<file path="config.mk">
export PLATFORM = sky130hd
export DESIGN_NAME = fp_add_sequencer
export DESIGN_NICKNAME = d
export VERILOG_FILES = /design/src/rtl/fp_add_sequencer.sv
export SDC_FILE = /design/constraint.sdc
export NUM_CORES = 1
export LEC_CHECK = 0
export ABC_AREA = 1
export BUFFER_PORTS_ARGS = -buffer_cell sky130_fd_sc_hd__buf_2
export CAP_MARGIN = 25
export CORE_MARGIN = 2
export CORE_UTILIZATION = 40
export CTS_CLUSTER_SIZE = 10
export DETAILED_ROUTE_END_ITERATION = 7
export PLACE_DENSITY = 0.63
export SLEW_MARGIN = 15
export SYNTH_ARGS = -nofsm -noshare
export SYNTH_HDL_FRONTEND = slang
export SYNTH_SLANG_ARGS = --single-unit
</file>
<file path="constraint.sdc">
create_clock -name clk -period 7.9 [get_ports clk]
set_clock_uncertainty 0.05 [all_clocks]
set_input_delay 2.37 -clock clk [delete_from_list [all_inputs] [get_ports clk]]
set_output_delay 2.37 -clock clk [all_outputs]
set_load 0.02 [all_outputs]
</file>
<file path="src/rtl/fp_add_sequencer.sv">
// Issue sequencer for an external fixed-latency fp_add: registers operands, tracks each op
// through a valid/tag pipeline, and queues results in a credit-protected FIFO.
module fp_add_sequencer #(
  parameter int W       = 32,
  parameter int ADD_LAT = 2,
  parameter int TAG_W   = 5,
  parameter int FIFO_D  = 4
) (
  input  logic             clk,
  input  logic             reset_n,
  input  logic             in_valid,
  output logic             in_ready,
  input  logic             in_sub,
  input  logic [W-1:0]     in_a,
  input  logic [W-1:0]     in_b,
  input  logic [TAG_W-1:0] in_tag,
  input  logic             flush,
  output logic [W-1:0]     add_a,
  output logic [W-1:0]     add_b,
  output logic             add_sub,
  output logic             add_en,
  input  logic [W-1:0]     add_y,
  output logic             out_valid,
  input  logic             out_ready,
  output logic [W-1:0]     out_y,
  output logic [TAG_W-1:0] out_tag,
  output logic             busy
);

  localparam int PW = $clog2(FIFO_D);
  localparam int CW = PW + 1;
  localparam logic [CW:0] DEPTH = (CW+1)'(FIFO_D);

  logic [W-1:0]     add_a_q, add_b_q;
  logic             add_sub_q, add_en_q;
  logic [ADD_LAT:0] vld_q, vld_d;
  logic [TAG_W-1:0] tag_q [ADD_LAT+1];
  logic [CW-1:0]    inflight_q, inflight_d;
  logic [CW-1:0]    count_q, count_d;
  logic [PW-1:0]    wr_ptr_q, wr_ptr_d;
  logic [PW-1:0]    rd_ptr_q, rd_ptr_d;
  logic [W-1:0]     mem_y   [FIFO_D];
  logic [TAG_W-1:0] mem_tag [FIFO_D];
  logic [CW:0]      occupancy;
  logic             accept, exit_vld, push, pop;

  // Every op in flight already owns a FIFO slot, so a push never meets a full FIFO.
  assign occupancy = {1'b0, inflight_q} + {1'b0, count_q};
  assign in_ready  = ~flush & (occupancy < DEPTH);
  assign accept    = in_valid & in_ready;
  assign exit_vld  = vld_q[ADD_LAT];
  assign push      = exit_vld & ~flush;
  assign out_valid = (count_q != '0);
  assign pop       = out_valid & out_ready & ~flush;

  always_comb begin
    vld_d      = '0;
    inflight_d = inflight_q;
    count_d    = count_q;
    wr_ptr_d   = wr_ptr_q;
    rd_ptr_d   = rd_ptr_q;
    if (flush) begin
      inflight_d = '0;
      count_d    = '0;
      wr_ptr_d   = '0;
      rd_ptr_d   = '0;
    end else begin
      vld_d[0] = accept;
      for (int i = 1; i <= ADD_LAT; i++) begin
        vld_d[i] = vld_q[i-1];
      end
      if (accept && !exit_vld) begin
        inflight_d = inflight_q + CW'(1);
      end else if (!accept && exit_vld) begin
        inflight_d = inflight_q - CW'(1);
      end
      if (push && !pop) begin
        count_d = count_q + CW'(1);
      end else if (pop && !push) begin
        count_d = count_q - CW'(1);
      end
      if (push) wr_ptr_d = wr_ptr_q + PW'(1);
      if (pop)  rd_ptr_d = rd_ptr_q + PW'(1);
    end
  end

  always_ff @(posedge clk or negedge reset_n) begin
    if (!reset_n) begin
      add_a_q    <= '0;
      add_b_q    <= '0;
      add_sub_q  <= 1'b0;
      add_en_q   <= 1'b0;
      vld_q      <= '0;
      inflight_q <= '0;
      count_q    <= '0;
      wr_ptr_q   <= '0;
      rd_ptr_q   <= '0;
      for (int i = 0; i <= ADD_LAT; i++) begin
        tag_q[i] <= '0;
      end
    end else begin
      add_en_q <= accept;
      if (accept) begin
        add_a_q   <= in_a;
        add_b_q   <= in_b;
        add_sub_q <= in_sub;
      end
      vld_q      <= vld_d;
      inflight_q <= inflight_d;
      count_q    <= count_d;
      wr_ptr_q   <= wr_ptr_d;
      rd_ptr_q   <= rd_ptr_d;
      tag_q[0]   <= in_tag;
      for (int i = 1; i <= ADD_LAT; i++) begin
        tag_q[i] <= tag_q[i-1];
      end
    end
  end

  // Storage needs no reset: the head is only looked at while count is non-zero.
  always_ff @(posedge clk) begin
    if (push) begin
      mem_y[wr_ptr_q]   <= add_y;
      mem_tag[wr_ptr_q] <= tag_q[ADD_LAT];
    end
  end

  assign add_a   = add_a_q;
  assign add_b   = add_b_q;
  assign add_sub = add_sub_q;
  assign add_en  = add_en_q;
  assign out_y   = mem_y[rd_ptr_q];
  assign out_tag = mem_tag[rd_ptr_q];
  assign busy    = (inflight_q != '0) | (count_q != '0);

endmodule

</file>
==> impl_metrics.json <==
{
  "status": "complete, no violations",
  "drc_errors": 0,
  "globalRouteOverflowTotal": 0,
  "yosysTopAreaCell": "edfxtp_1",
  "dr.pass1.iters": 4,
  "grt_max_degree": 76,
  "cts_tree": "done",
  "synth.top_cell.area_share": 0.485,
  "initial_utilization": 0.406,
  "numCtsBuffers": 28,
  "layout_worst_path_cycle_share": 0.693,
  "io_pins": 213,
  "hold_viol": 0,
  "hold_class": "flop to flop",
  "relSlewSlack": 0.459,
  "synthTopCellsByArea": "edfxtp_1 (48%), dfrtp_1 (26%), nand2_1 (8.6%)",
  "hold_path.startpoint": "tag_q[8]",
  "r2r_slack_ns": 5.40,
  "cap_violations": 0,
  "clockBufferDepth": 3,
  "fillCellCount": 2014,
  "regToRegStartpoint": "inflight_q[2]",
  "top_layer_used": "met4",
  "first_global_vias": 6165,
  "grt_antenna_before_repair": 0,
  "setup_viol": 0,
  "syn_to_final_growth_pct": 23.7,
  "cts_resized": 0,
  "antenna_cells": 0,
  "crit_type": "input port to primary output",
  "r2r-end": "add_b[22]",
  "grt_pass1_wl_mm": 31.8,
  "avgSynthCellArea_um2": 12.2,
  "post_cts_buffers": 0,
  "die_h_um": 155,
  "rsz0062_at_grt": "false",
  "p_per_area_nw_per_um2": 355,
  "placed_area_um2": 10500,
  "wl_per_cell_um": 15.7,
  "die_area_um2": 24100,
  "grtUsageTotal": 0.165,
  "finalCriticalPeriod_ns": 5.47,
  "vias": 6187,
  "wl_met2_mm": 9.18,
  "cts.clk_slew.worst_paths_ns": 0.05,
  "slew_viol_final": 0,
  "cp_cell_sequence": "buf_2 -> nor2_8 -> nand2_2 -> nor2_4 -> buf_2",
  "hold_ws_ns": 0.296,
  "finalWirelength_mm": 20.0,
  "wl_met1_mm": 8.74,
  "root_buffer": "clkbuf_16",
  "ys_ff_latch": 242,
  "critPathMaxFanout": 9,
  "cp_common_cell": "buf_2",
  "final_nets": 1081,
  "h-tree-depth": 1,
  "finalWeightedCongestion": 0.746,
  "hpwl_mm": 11.8,
  "cp.arrival_ns": 3.05,
  "max_freq_mhz": 183,
  "port_buffers": 212,
  "cts_sinks": 242,
  "critPathMaxStageDelay_ns": 0.18,
  "ys_types": 26,
  "syn_area_um2": 9160,
  "yosys_warnings": 0,
  "drt_iter0_markers": 289,
  "fp.dieW_um": 155,
  "finalInstanceArea_um2": 11300,
  "crit_required_ns": 5.48,
  "pre_cts_slack_ns": 2.42,
  "tns_ns": 0,
  "layout-drive-gt1-share": 0.274,
  "synthesis.instances": 752,
  "dr_wl_met3_mm": 1.67,
  "worst_pin_slew_ns": 0.812,
  "core_area_um2": 22600,
  "layout_setup_ws_ns": 2.43,
  "r2r_cells": 8,
  "clk_latency_ns": 0.52,
  "end_kind": "primary output",
  "ctsHoldBuffers": 0,
  "ant_nets": 0,
  "min_to": "tag_q[3]",
  "viasPerCell": 4.87,
  "rows": 55,
  "startpoint_type": "input port",
  "syn_nets": 867,
  "ir_worst_vdd_mv": 0.197,
  "cellLeakagePower_nw": 4.95,
  "cp_slowest_cell": "buf_2",
  "ys_seq_area_frac": 0.742,
  "min_delay_path_depth": 0
}
cell type report:
class / instances / area, um^2 / area share
clock buffers: 48 / 807 / 0.0712
multi-input cells: 446 / 2090 / 0.184
flip-flops and latches: 242 / 6800 / 0.600
repair buffers: 223 / 1160 / 0.102
inverters: 25 / 93.8 / 0.00828
well taps: 285 / 357 / 0.0315
clock inverters: 1 / 30.0 / 0.00265
cells by family after synthesis:
| logic type | count (synthesis) | synth area share |
|---|---|---|
| flops | 242 | 0.742 |
| simple gates | 315 | 0.139 |
| compound gates | 123 | 0.0736 |
| fa+ha+maj | 8 | 0.0126 |
| buf+inv | 64 | 0.0336 |
where the power goes:
group / internal, mW / total, mW / switching, mW / leakage (nW)
sequential: 1.53 / 1.64 / 0.105 / 2.50
clock: 0.716 / 1.17 / 0.458 / 0.400
combinational: 0.380 / 1.21 / 0.829 / 2.05
through the flow:
stage,total power [mW],utilization,instances
floorplan,2.46,-,752
global placement,2.86,0.464,1220
detailed placement,2.88,0.464,1220
CTS,4.07,0.501,1269
global route,4.27,0.502,1270
finish,4.02,0.502,1270
layer usage:
layer  vias up  global-route usage
li1       2996                   -
met1      2954               0.220
met2       210               0.265
met3        27              0.0482
met4         0              0.0437
met5         -                   0
cell usage after synthesis:
cell      count
nand4_4       1
o22ai_1      38
nand4_1       2
nand2_1     210
nand3_1       9
nand2_2       1
fa_1          2
inv_2         2
a22o_1        1
edfxtp_1    148
dfrtp_1      94
clkbuf_1     19
nor2_8        1
o21ai_0      79
nor2_1       85
nor2_4        2
a21oi_1       3
nand3b_1      1
a21oi_2       2
buf_6         6
ha_1          6
inv_1        23
or4_1         1
buf_2        12
buf_4         2
nand3_2       2
how the worst max path moves through the flow:
stage	startpoint	endpoint	cells past startpoint
3_5_place_dp	flush	in_ready	5
5_1_grt	flush	in_ready	5
3_3_place_gp	flush	in_ready	5
4_1_cts	flush	in_ready	5
2_1_floorplan	flush	in_ready	4
6_report	flush	in_ready	5
critical path: cells and delay by family:
family	cells	cell delay [ns]
buffers and inverters	2	0.35
and+or+nand+nor	3	0.33
cells in the final DEF, fill, tap and decap left out:
cell type	count
nand2_2	1
bufinv_16	1
inv_1	23
o21ai_0	79
nand3b_1	1
nand4_1	2
clkbuf_8	1
nor2_1	81
buf_4	11
edfxtp_1	148
dfrtp_1	93
buf_2	211
a22o_1	1
a21oi_1	3
nand3_1	9
buf_12	1
nand4_4	1
a21oi_2	2
fa_1	2
nor2_8	1
dfrtp_2	1
ha_1	6
nand3_2	2
clkbuf_1	18
nor2_4	6
o22ai_1	38
or4_1	1
clkbuf_16	29
nand2_1	210
inv_2	2
flip-flops by register name, summed over array words and instances, names as in the netlist:
register,count
vld_q,3
mem_y,128
count_q,3
add_en,1
inflight_q,3
wr_ptr_q,2
add_b,32
tag_q,15
rd_ptr_q,2
add_a,32
mem_tag,20
add_sub,1
Power figures use the tool's default switching activity.
